<file path="config.mk">
export PLATFORM = sky130hd
export DESIGN_NAME = jt7759_cendiv
export DESIGN_NICKNAME = d
export VERILOG_FILES = /design/src/rtl/jt7759_cendiv.sv
export SDC_FILE = /design/constraint.sdc
export NUM_CORES = 1
export LEC_CHECK = 0
export CORE_MARGIN = 2
export CORE_UTILIZATION = 30
export CTS_CLUSTER_DIAMETER = 200
export DETAILED_ROUTE_END_ITERATION = 12
export PLACE_DENSITY = 0.52
export SLEW_MARGIN = 20
export SYNTH_ARGS = -nofsm -noshare
export SYNTH_HDL_FRONTEND = slang
export SYNTH_SLANG_ARGS = --single-unit
</file>
<file path="constraint.sdc">
create_clock -name clk -period 1.7 [get_ports clk]
set_input_delay 0.34 -clock clk [delete_from_list [all_inputs] [get_ports clk]]
set_output_delay 0.34 -clock clk [all_outputs]
set_load 0.01 [all_outputs]
</file>
<file path="src/rtl/jt7759_cendiv.sv">
// Clock-enable divider for the JT7759 ADPCM core: derives the decoder step enable
// and the control-logic enable from the 640 kHz master enable.
module jt7759_cendiv #(
  parameter int DW       = 6,
  parameter int SUBW     = 2,
  parameter int DIVMIN   = 9,
  parameter int CTL_MODE = 0
) (
  input  logic          rst,
  input  logic          clk,
  input  logic          cen,
  input  logic [DW-1:0] divby,
  input  logic          sync,
  output logic          cen_ctl,
  output logic          cen_dec,
  output logic [DW-1:0] divby_l
);

  localparam logic [DW-1:0] DIVMIN_L = DW'(DIVMIN);

  logic [SUBW-1:0] sub;
  logic [DW-1:0]   dec;
  logic [DW-1:0]   ctl;

  logic          eoc_sub;
  logic          eoc_dec;
  logic          eoc_ctl;
  logic          eop;
  logic [DW-1:0] div_next;

  function automatic logic [DW-1:0] clamp(input logic [DW-1:0] x);
    return (x < DIVMIN_L) ? DIVMIN_L : x;
  endfunction

  always_comb begin
    eoc_sub  = &sub;
    eoc_dec  = (dec == divby_l);
    eoc_ctl  = (ctl == (divby_l >> 1));
    eop      = eoc_sub & eoc_dec;
    div_next = clamp(divby);
  end

  always_ff @(posedge clk or posedge rst) begin
    if (rst) begin
      sub     <= '0;
      dec     <= '0;
      ctl     <= '0;
      divby_l <= DIVMIN_L;
      cen_ctl <= 1'b0;
      cen_dec <= 1'b0;
    end else if (sync) begin
      // Phase restart wins over a coincident cen tick, which is dropped.
      sub     <= '0;
      dec     <= '0;
      ctl     <= '0;
      divby_l <= div_next;
      cen_ctl <= 1'b0;
      cen_dec <= 1'b0;
    end else begin
      cen_dec <= cen & eop;
      // The period end also closes the (possibly short) last control segment.
      cen_ctl <= (CTL_MODE != 0) ? (cen & (eoc_ctl | eop)) : cen;
      if (cen) begin
        sub <= sub + SUBW'(1);
        if (eoc_sub) dec <= eoc_dec ? '0 : dec + DW'(1);
        if (eop) divby_l <= div_next;
        ctl <= (eoc_ctl | eop) ? '0 : ctl + DW'(1);
      end
    end
  end

endmodule

</file>
==> metrics <==
status finished, final reports clean; total power 840 uW; leading area contributor after synthesis dfrtp_1; Area Overhead vs Synth 39.5%; WP data arrival 1250 ps; dpl cells 140; Final nets 126; post-route ant nets 0; fillers 279; min-delay worst type in2async; Clock Skews 6.95 ps; dpl cell area 0.00114 mm^2; required time of the worst setup path 1360 ps; row cnt 19; Slew Viols, Final 0; Synth Register Bits 16; initial antenna violation count 0; Avg Vias per Cell 4.67; first-pass GRT wire length 3140 um; Buf/Inv on CP 1; nature of the critical path startpoint flip-flop; worst reg2reg startpoint dec[5]; Gate Count Post-Synth 81; Logic pwr share 19.5%; Avg Inst Size Synth 10.4 um^2; Netlist cell types 26; largest cells by area after synthesis dfrtp_1 41%, xnor2_1 9.3%, mux2_4 7.1%; CTS tree built; Sw Share 24.3%; Max Cap Viol 0; WL/cell 12.0 um; Worst Slack Setup Final 111 ps; non-filler cells, final 144; initial core utilization 31.2%; Fin. Hold Viols 0; minimum clock period after layout 1590 ps; global-route usage over all layers 12.6%; crit path kind reg2out; clk sinks 16; DP HPWL 1400 um; highest clock rate 629 MHz; CTS max path bufs 2; grt total ovfl 0; R2R Setup Slk 140 ps; I/O pin total 18; core footprint 0.00271 mm^2; clk slew on worst S/H paths 100 ps; sequential element share of the synthesized area 47.6%; layout cells sized above 1 21.2%; design area 0.00118 mm^2; CTS Buf Count 3; # DRC 0; Port Buffers 17; DIE AREA 0.00326 mm^2; Max-slew headroom 77.0%; Die Span Y 57.1 um; crit-path cells clkdlybuf4s50_1; gp weighted congestion 0.712; sequential power share 50.5%; H-tree level count 1; synthesized area 846 um^2; Critical-path top delay cell clkdlybuf4s50_1; Final setup violation count 0; Cell Int Power 636 uW; Post-CTS Setup Bufs 0; hold buffer count at cts 0; CP top delay family buffers and inverters; CTS Root Buffer Type clkbuf_4; CP max FO 3; Synth Net Count 93; final period utilization 93.5%; Post-Route WL 1730 um; n_diodes 0; power per cell area 712 mW/mm^2; unrepaired setup endpoints after global routing false; Crit path largest cell delay 560 ps; number of global-route vias before repair 726; Psw 204 uW; worst-skew pair later-pin latency 280 ps; pre-CTS setup slack -79.9 ps; actual slew at the worst max-slew pin 345 ps; via count 673; VDD IR max 0.453 mV; 1st-pass router iterations 4; Clk pwr share 30.0%; FF-to-FF End divby_l[1]; Die X 57.1 um; Worst setup EP type output port; largest net degree at the start of global routing 17; post-synth top area share 41.4%; drt initial violations 7; r2r worst-path depth 4; Yosys warning count 0; cell depth of the worst setup path 1; Lkg Pwr 0.000540 uW
## per-stage QoR
| stage | utilization, % | setup TNS [ps] | hold slack [ps] |
|---|---|---|---|
| floorplan | - | 0 | 252 |
| global placement | 42.0 | -232 | 481 |
| detailed placement | 42.0 | -397 | 486 |
| CTS | 43.2 | 0 | 352 |
| global route | 43.5 | 0 | 361 |
| finish | 43.5 | 0 | 351 |
## how the worst max path moves through the flow
stage	end	from
3_5_place_dp	divby_l[1]	cen
2_1_floorplan	divby_l[1]	divby_l[3]
6_report	divby_l[4]	divby_l[4]
5_1_grt	divby_l[1]	divby_l[1]
4_1_cts	divby_l[1]	divby_l[0]
3_3_place_gp	divby_l[2]	cen
## final cells by class
type	count	area (um^2)	share of cell area, %
clock buffers	4	36.3	3.08
multi-input cells	57	414	35.1
inverters	6	22.5	1.91
well taps	31	38.8	3.29
flip-flops and latches	16	403	34.1
repair buffers	30	265	22.5
## worst min-delay path: cells and delay by family
kind                   cells  cell delay (ps)
buffers and inverters      3              670
## synthesized netlist by cell type
cell,number
mux2i_1,3
a311oi_1,1
o211ai_1,1
buf_6,1
a21o_1,1
xnor2_1,9
o31a_1,1
and3_1,1
mux2_4,4
nand4_1,2
nor3_1,3
o21bai_1,1
o21ai_0,5
nor2b_1,3
o311ai_0,1
clkbuf_1,1
nor2_1,4
nand3b_1,1
nand2_1,8
ha_1,2
a21oi_1,2
dfrtp_1,14
dfstp_2,2
nand3_1,2
inv_1,6
and2_1,2
## per-layer routing
metal	part of all wire (%)	track usage, %	vias to the layer above
met3	4.9	3.17	2
met1	47	15.5	312
met4	0.98	4.98	0
met2	47	21.0	16
li1	-	-	343
met5	0	0	-
## kinds of logic after synthesis
logic type,share of synthesized area (%)
and+or+nand+nor,15.1
DFF,47.6
AOI/OAI and AO/OA,9.91
xor gates and xnor gates,9.32
buffers and inverters,4.44
muxes,10.7
adders and majority gates,2.96
## state kept, by name, summed over array words and instances, names as in the netlist
signal / cells
divby_l: 6
cen_ctl: 1
sub: 2
dec: 6
cen_dec: 1
## placed cells by master (no fill, tap or decap), types with 2 or more instances in the layout
cell and n:
clkdlybuf4s50_1 15, dlygate4sd2_1 2, clkbuf_4 3, nand3_1 2, nand2_1 8, nor2_1 4
nor3_1 3, xnor2_1 9, nand4_1 2, ha_1 2, dfstp_2 2, and2_1 2
a21oi_1 2, buf_4 13, mux2i_1 3, inv_1 6, dfrtp_1 14, o21ai_0 5
mux2_4 4, nor2b_1 3
## power groups by stage
| stage | clock network, uW | logic [uW] | registers [uW] |
|---|---|---|---|
| 6_report | 252 | 164 | 425 |
| 5_1_grt | 281 | 183 | 430 |
| 4_1_cts | 264 | 165 | 426 |
| 3_5_place_dp | 0 | 168 | 433 |
| 3_3_place_gp | 0 | 166 | 433 |
| 2_1_floorplan | 0 | 74.9 | 438 |
## what timing repair did
item / CTS / global route
pin swaps: 0 / 1
resized for setup: 2 / 2
endpoints found under the setup margin: 2 / 6
(Power assumes the default switching activity.)
